<file path="config.mk">
export PLATFORM = sky130hd
export DESIGN_NAME = uart_rx_fsm
export DESIGN_NICKNAME = d
export VERILOG_FILES = /design/src/rtl/uart_rx_fsm_pkg.sv /design/src/rtl/edge_bit_counter.sv /design/src/rtl/uart_rx_fsm.sv
export SDC_FILE = /design/constraint.sdc
export NUM_CORES = 1
export LEC_CHECK = 0
export ABC_AREA = 0
export BUFFER_PORTS_ARGS = -buffer_cell sky130_fd_sc_hd__buf_2
export CAP_MARGIN = 30
export CORE_UTILIZATION = 50
export CTS_BUF_LIST = sky130_fd_sc_hd__clkbuf_4 sky130_fd_sc_hd__clkbuf_8
export CTS_CLUSTER_DIAMETER = 80
export DETAILED_ROUTE_END_ITERATION = 16
export PLACE_DENSITY = 0.75
export SLEW_MARGIN = 20
export SYNTH_ARGS = -nofsm -noshare
export SYNTH_HDL_FRONTEND = slang
export SYNTH_SLANG_ARGS = --single-unit
</file>
<file path="constraint.sdc">
create_clock -name clk_i -period 2.5 [get_ports clk_i]
set_input_delay 0.5 -clock clk_i [delete_from_list [all_inputs] [get_ports clk_i]]
set_output_delay 0.5 -clock clk_i [all_outputs]
set_load 0.01 [all_outputs]
</file>
<file path="src/rtl/uart_rx_fsm_pkg.sv">
// Shared definitions for the UART receive controller: Gray-coded state codes,
// legal oversampling ratios and the offset of the check-enable edge.
package uart_rx_fsm_pkg;

  localparam logic [2:0] S_IDLE    = 3'b000;
  localparam logic [2:0] S_START   = 3'b001;
  localparam logic [2:0] S_DATA    = 3'b011;
  localparam logic [2:0] S_PARITY  = 3'b010;
  localparam logic [2:0] S_STOP    = 3'b110;
  localparam logic [2:0] S_ERR_CHK = 3'b111;

  localparam logic [5:0] PRESCALE_8  = 6'd8;
  localparam logic [5:0] PRESCALE_16 = 6'd16;
  localparam logic [5:0] PRESCALE_32 = 6'd32;

  localparam logic [5:0] CHK_OFFSET = 6'd2;

  // Any ratio other than 8/16/32 falls back to 8.
  function automatic logic [5:0] legalize_prescale(input logic [5:0] p);
    if (p == PRESCALE_16 || p == PRESCALE_32) return p;
    return PRESCALE_8;
  endfunction

  function automatic logic [5:0] chk_edge(input logic [5:0] p);
    return (p >> 1) + CHK_OFFSET;
  endfunction

  function automatic logic is_bit_state(input logic [2:0] s);
    return (s == S_START) || (s == S_DATA) || (s == S_PARITY) || (s == S_STOP);
  endfunction

endpackage

</file>
<file path="src/rtl/edge_bit_counter.sv">
// Oversample edge counter and bit counter; both clear while enable_i is low.
module edge_bit_counter (
  input  logic       clk_i,
  input  logic       rst_i,
  input  logic       enable_i,
  input  logic [5:0] prescale_i,
  output logic [5:0] edge_cnt_o,
  output logic [3:0] bit_cnt_o
);

  logic [5:0] edge_cnt_q, edge_cnt_d;
  logic [3:0] bit_cnt_q, bit_cnt_d;

  always_comb begin
    edge_cnt_d = 6'd0;
    bit_cnt_d  = 4'd0;
    if (enable_i) begin
      if (edge_cnt_q == prescale_i - 6'd1) begin
        edge_cnt_d = 6'd0;
        bit_cnt_d  = bit_cnt_q + 4'd1;
      end else begin
        edge_cnt_d = edge_cnt_q + 6'd1;
        bit_cnt_d  = bit_cnt_q;
      end
    end
  end

  always_ff @(posedge clk_i or posedge rst_i) begin
    if (rst_i) begin
      edge_cnt_q <= 6'd0;
      bit_cnt_q  <= 4'd0;
    end else begin
      edge_cnt_q <= edge_cnt_d;
      bit_cnt_q  <= bit_cnt_d;
    end
  end

  assign edge_cnt_o = edge_cnt_q;
  assign bit_cnt_o  = bit_cnt_q;

endmodule

</file>
<file path="src/rtl/uart_rx_fsm.sv">
// UART receive sequencer: times start/data/parity/stop bits from the
// oversample counters and pulses the checker and deserializer enables.
module uart_rx_fsm
  import uart_rx_fsm_pkg::*;
(
  input  logic       clk_i,
  input  logic       rst_i,
  input  logic       rx_in_i,
  input  logic       par_en_i,
  input  logic [5:0] prescale_i,
  input  logic       strt_glitch_i,
  input  logic       par_err_i,
  input  logic       stp_err_i,
  output logic       dat_samp_en_o,
  output logic       strt_chk_en_o,
  output logic       par_chk_en_o,
  output logic       stp_chk_en_o,
  output logic       deser_en_o,
  output logic       data_valid_o,
  output logic [5:0] edge_cnt_o,
  output logic [3:0] bit_cnt_o
);

  logic [2:0] state_q, state_d;
  logic [5:0] presc_q, presc_d;
  logic       par_en_q, par_en_d;
  logic [5:0] edge_cnt;
  logic [3:0] bit_cnt;
  logic       last_edge;
  logic       chk_hit;
  logic       frame_start;
  logic       cnt_en;

  assign last_edge = (edge_cnt == presc_q - 6'd1);
  assign chk_hit   = (edge_cnt == chk_edge(presc_q));

  always_comb begin
    state_d = state_q;
    case (state_q)
      S_IDLE:    if (!rx_in_i) state_d = S_START;
      S_START:   if (last_edge) state_d = strt_glitch_i ? S_IDLE : S_DATA;
      S_DATA:    if (last_edge && bit_cnt == 4'd8) state_d = par_en_q ? S_PARITY : S_STOP;
      S_PARITY:  if (last_edge) state_d = S_STOP;
      S_STOP:    if (last_edge) state_d = S_ERR_CHK;
      S_ERR_CHK: state_d = rx_in_i ? S_IDLE : S_START;
      default:   state_d = S_IDLE;
    endcase
  end

  // Counting only across bit-to-bit transitions makes every bit state start at zero.
  assign cnt_en      = is_bit_state(state_q) && is_bit_state(state_d);
  assign frame_start = (state_q == S_IDLE) && (state_d == S_START);

  always_comb begin
    presc_d  = presc_q;
    par_en_d = par_en_q;
    if (frame_start) begin
      presc_d  = legalize_prescale(prescale_i);
      par_en_d = par_en_i;
    end
  end

  always_ff @(posedge clk_i or posedge rst_i) begin
    if (rst_i) begin
      state_q  <= S_IDLE;
      presc_q  <= PRESCALE_8;
      par_en_q <= 1'b0;
    end else begin
      state_q  <= state_d;
      presc_q  <= presc_d;
      par_en_q <= par_en_d;
    end
  end

  edge_bit_counter u_counter (
    .clk_i      (clk_i),
    .rst_i      (rst_i),
    .enable_i   (cnt_en),
    .prescale_i (presc_q),
    .edge_cnt_o (edge_cnt),
    .bit_cnt_o  (bit_cnt)
  );

  always_comb begin
    dat_samp_en_o = 1'b0;
    strt_chk_en_o = 1'b0;
    par_chk_en_o  = 1'b0;
    stp_chk_en_o  = 1'b0;
    deser_en_o    = 1'b0;
    data_valid_o  = 1'b0;
    case (state_q)
      S_START: begin
        dat_samp_en_o = 1'b1;
        strt_chk_en_o = chk_hit;
      end
      S_DATA: begin
        dat_samp_en_o = 1'b1;
        deser_en_o    = chk_hit;
      end
      S_PARITY: begin
        dat_samp_en_o = 1'b1;
        par_chk_en_o  = chk_hit;
      end
      S_STOP: begin
        dat_samp_en_o = 1'b1;
        stp_chk_en_o  = chk_hit;
      end
      S_ERR_CHK: data_valid_o = !stp_err_i && (!par_err_i || !par_en_q);
      default: ;
    endcase
  end

  assign edge_cnt_o = edge_cnt;
  assign bit_cnt_o  = bit_cnt;

endmodule

</file>
==> key figures <==
Floorplanning
  • Rows: 18
  • Die W: 54.3 microns
  • Num ports: 29
  • DIE HEIGHT: 54.3 microns
  • Initial Util: 0.541
  • CORE AREA: 0.00252 sq mm
  • Die area: 0.00294 sq mm

Status
  • Status: finished, violations left
  • Violated checks: setup timing

Clocking
  • Clk buf depth: 2
  • Num CTS Buffers: 3
  • H-tree levels: 1
  • CTS sink count: 20
  • CTS tree: built
  • Root buffer cell: clkbuf_4
  • Hold buffer count at CTS: 0
  • Clock Latency Late Sink: 0.31 ns
  • Clock slew at reported path FFs: 0.14 ns

Timing
  • WHS: 0.323 ns
  • Final WS setup: -0.0851 ns
  • Final setup violation count: 3
  • Final period utilization: 1.03
  • Crit path time final: 2.59 ns
  • Clk_skew: 0.00892 ns
  • Final hold violations: 0
  • Worst-margin pin slew: 0.813 ns
  • RSZ-0062 raised after global routing: true
  • Highest Clock Rate: 387 MHz
  • Worst slew margin: 0.457
  • Max-slew violations: 0

Setup path
  • Crit. End Element: output port
  • Critical path class: flop to output port
  • Worst path cell trace: inv_2 > ha_4 > xnor2_2 > nand4_1 > nor3_4 > and3b_1 > buf_2
  • Worst path bufs/invs: 2
  • Required @ worst endpoint: 2.00 ns
  • Family with the most delay on the worst path: simple AND/OR/NAND/NOR gates
  • Critical path's largest stage delay: 0.60 ns
  • Worst path slowest cell: dfstp_2
  • Worst EP arrival: 2.09 ns
  • CP startpoint kind: flop
  • Maximum fanout along the worst path: 3

Logic synthesis
  • Netlist Area Pre-Place: 0.00137 sq mm
  • EDFF count, synth: 0
  • Asr flop ratio synth: 1.00
  • Top_reg_cell synth: dfrtp_1
  • Synth warn: 0
  • Synth Area per Inst: 9.10 sq um
  • Synth top area share: 0.348
  • Number of synthesized register bits: 20
  • Most frequent cell after synthesis: dfrtp_1
  • Register area share after synthesis: 0.368
  • Syn_nets: 170
  • Synth top cells by count: dfrtp_1, nor3_1, xnor2_1, inv_1, nand2_1
  • Synth area leader: dfrtp_1
  • Syn Inst Count: 150
  • Synth area leaders: dfrtp_1, xnor2_1, ha_1, xor2_1, nor3_1
  • Distinct cell type count after synthesis: 42

Detailed routing
  • DR pass1 iterations: 4
  • WL final: 3220 microns
  • Starting DRT DRC Count: 18
  • Residual DRC count: 0
  • DR WL/cell: 15.1 microns
  • Post-DRT Antenna Nets: 0
  • Vias/cell: 5.92
  • Vias: 1262

Final layout
  • Layout cells sized above 1: 0.301
  • ANT cells: 0
  • Layout area overhead: 22.5%
  • Nets@finish: 204

Power
  • P_leak: 0.770 nW
  • Max VDD drop: slightly below 0.0008 V
  • Pwr/cell area: about 1300 mW/mm^2

Global routing
  • First-pass GRT wire length: 5300 microns
  • Grt ovf: 0
  • Vias in the first global route: roughly 1200
  • Gr usage total: 0.252
  • Initial antenna violation count: 0
  • Largest net degree at the start of global routing: 21

Job
  • Max Cap Viol: 0

Placed design
  • Gpl congestion: 0.808
  • DP HPWL: 2280 microns
  • Number of port buffers: 28
  • Pre-CTS WS: 0.0562 ns

Hold path
  • Hold crit path type: input pin to asynchronous set/reset pin
-- metrics by stage --
| step | setup TNS [ns] | utilization | power [mW] | std cells | instance area, sq um |
|---|---|---|---|---|---|
| 2_1_floorplan | 0 | - | 1.48 | 150 | 1370 |
| 3_3_place_gp | 0 | 0.607 | 1.71 | 203 | 1530 |
| 3_5_place_dp | 0 | 0.607 | 1.75 | 203 | 1530 |
| 4_1_cts | -0.187 | 0.649 | 2.04 | 210 | 1640 |
| 5_1_grt | -0.700 | 0.663 | 2.27 | 213 | 1670 |
| 6_report | -0.230 | 0.663 | 2.10 | 213 | 1670 |
-- cells in the final DEF (no fill, tap or decap), types with 2 or more instances in the layout --
cell      count
buf_2        28
dfrtp_1      18
xnor2_1      10
nand2_1      10
nor3_1       10
inv_1         9
nor2_1        8
buf_4         8
xor2_1        7
a21oi_1       7
nand3_1       6
ha_1          5
o31ai_1       4
nand2b_1      3
nor2b_1       3
nor3b_1       3
o21ai_0       3
clkbuf_4      3
and3_1        2
and2_1        2
or4_1         2
nand4_1       2
ha_4          2
-- worst paths after layout --
| path | start | to | slack (ns) | cells after the start |
|---|---|---|---|---|
| max | presc_q[3] | strt_chk_en_o | -0.09 | 7 |
| min | rst_i | presc_q[0] | 0.32 | 2 |
| max reg2reg | presc_q[3] | u_counter.bit_cnt_o[0] | 0.41 | 7 |
| min reg2reg | par_en_q | par_en_q | 0.53 | 2 |
| max in group asynchronous | rst_i | presc_q[2] | 1.63 | 2 |
| min in group clk_i | par_en_i | par_en_q | 0.37 | 3 |
-- logic make-up after synthesis --
family	count (synthesis)	synth area share
and+or+nand+nor	60	0.249
buffers and inverters	17	0.0477
AOI/OAI and AO/OA	25	0.134
muxes	2	0.0156
adders and majority gates	7	0.0642
xor gates and xnor gates	19	0.122
DFF	20	0.368
-- flip-flops by register name, summed over array words and instances (netlist names) --
register / count
u_counter.edge_cnt_o: 6
par_en_q: 1
presc_q: 6
state_q: 3
u_counter.bit_cnt_o: 4
-- where the power goes --
part,total (mW),internal [mW],switching (mW)
logic,1.23,0.577,0.649
clock network,0.203,0.0888,0.115
registers,0.667,0.447,0.220
-- layer usage --
layer,GRT usage,wire length (microns)
met4,0.0726,29
met3,0.0444,138
met1,0.302,1350
met5,0,0
met2,0.455,1700
-- layout make-up --
class                      instances  area [sq um]
inverter                          10          37.5
timing repair buffer              36           200
tap                               30          37.5
clock buffer                       4          36.3
sequential                        20           503
multi-input combinational        113           858
fill                             218           850
-- timing repair --
action	in CTS	in global routing
pin swaps	5	5
hold endpoints to repair	0	0
buffers inserted	3	3
endpoints found under the setup margin	4	4
resized for setup	9	2
Power figures use the tool's default switching activity.
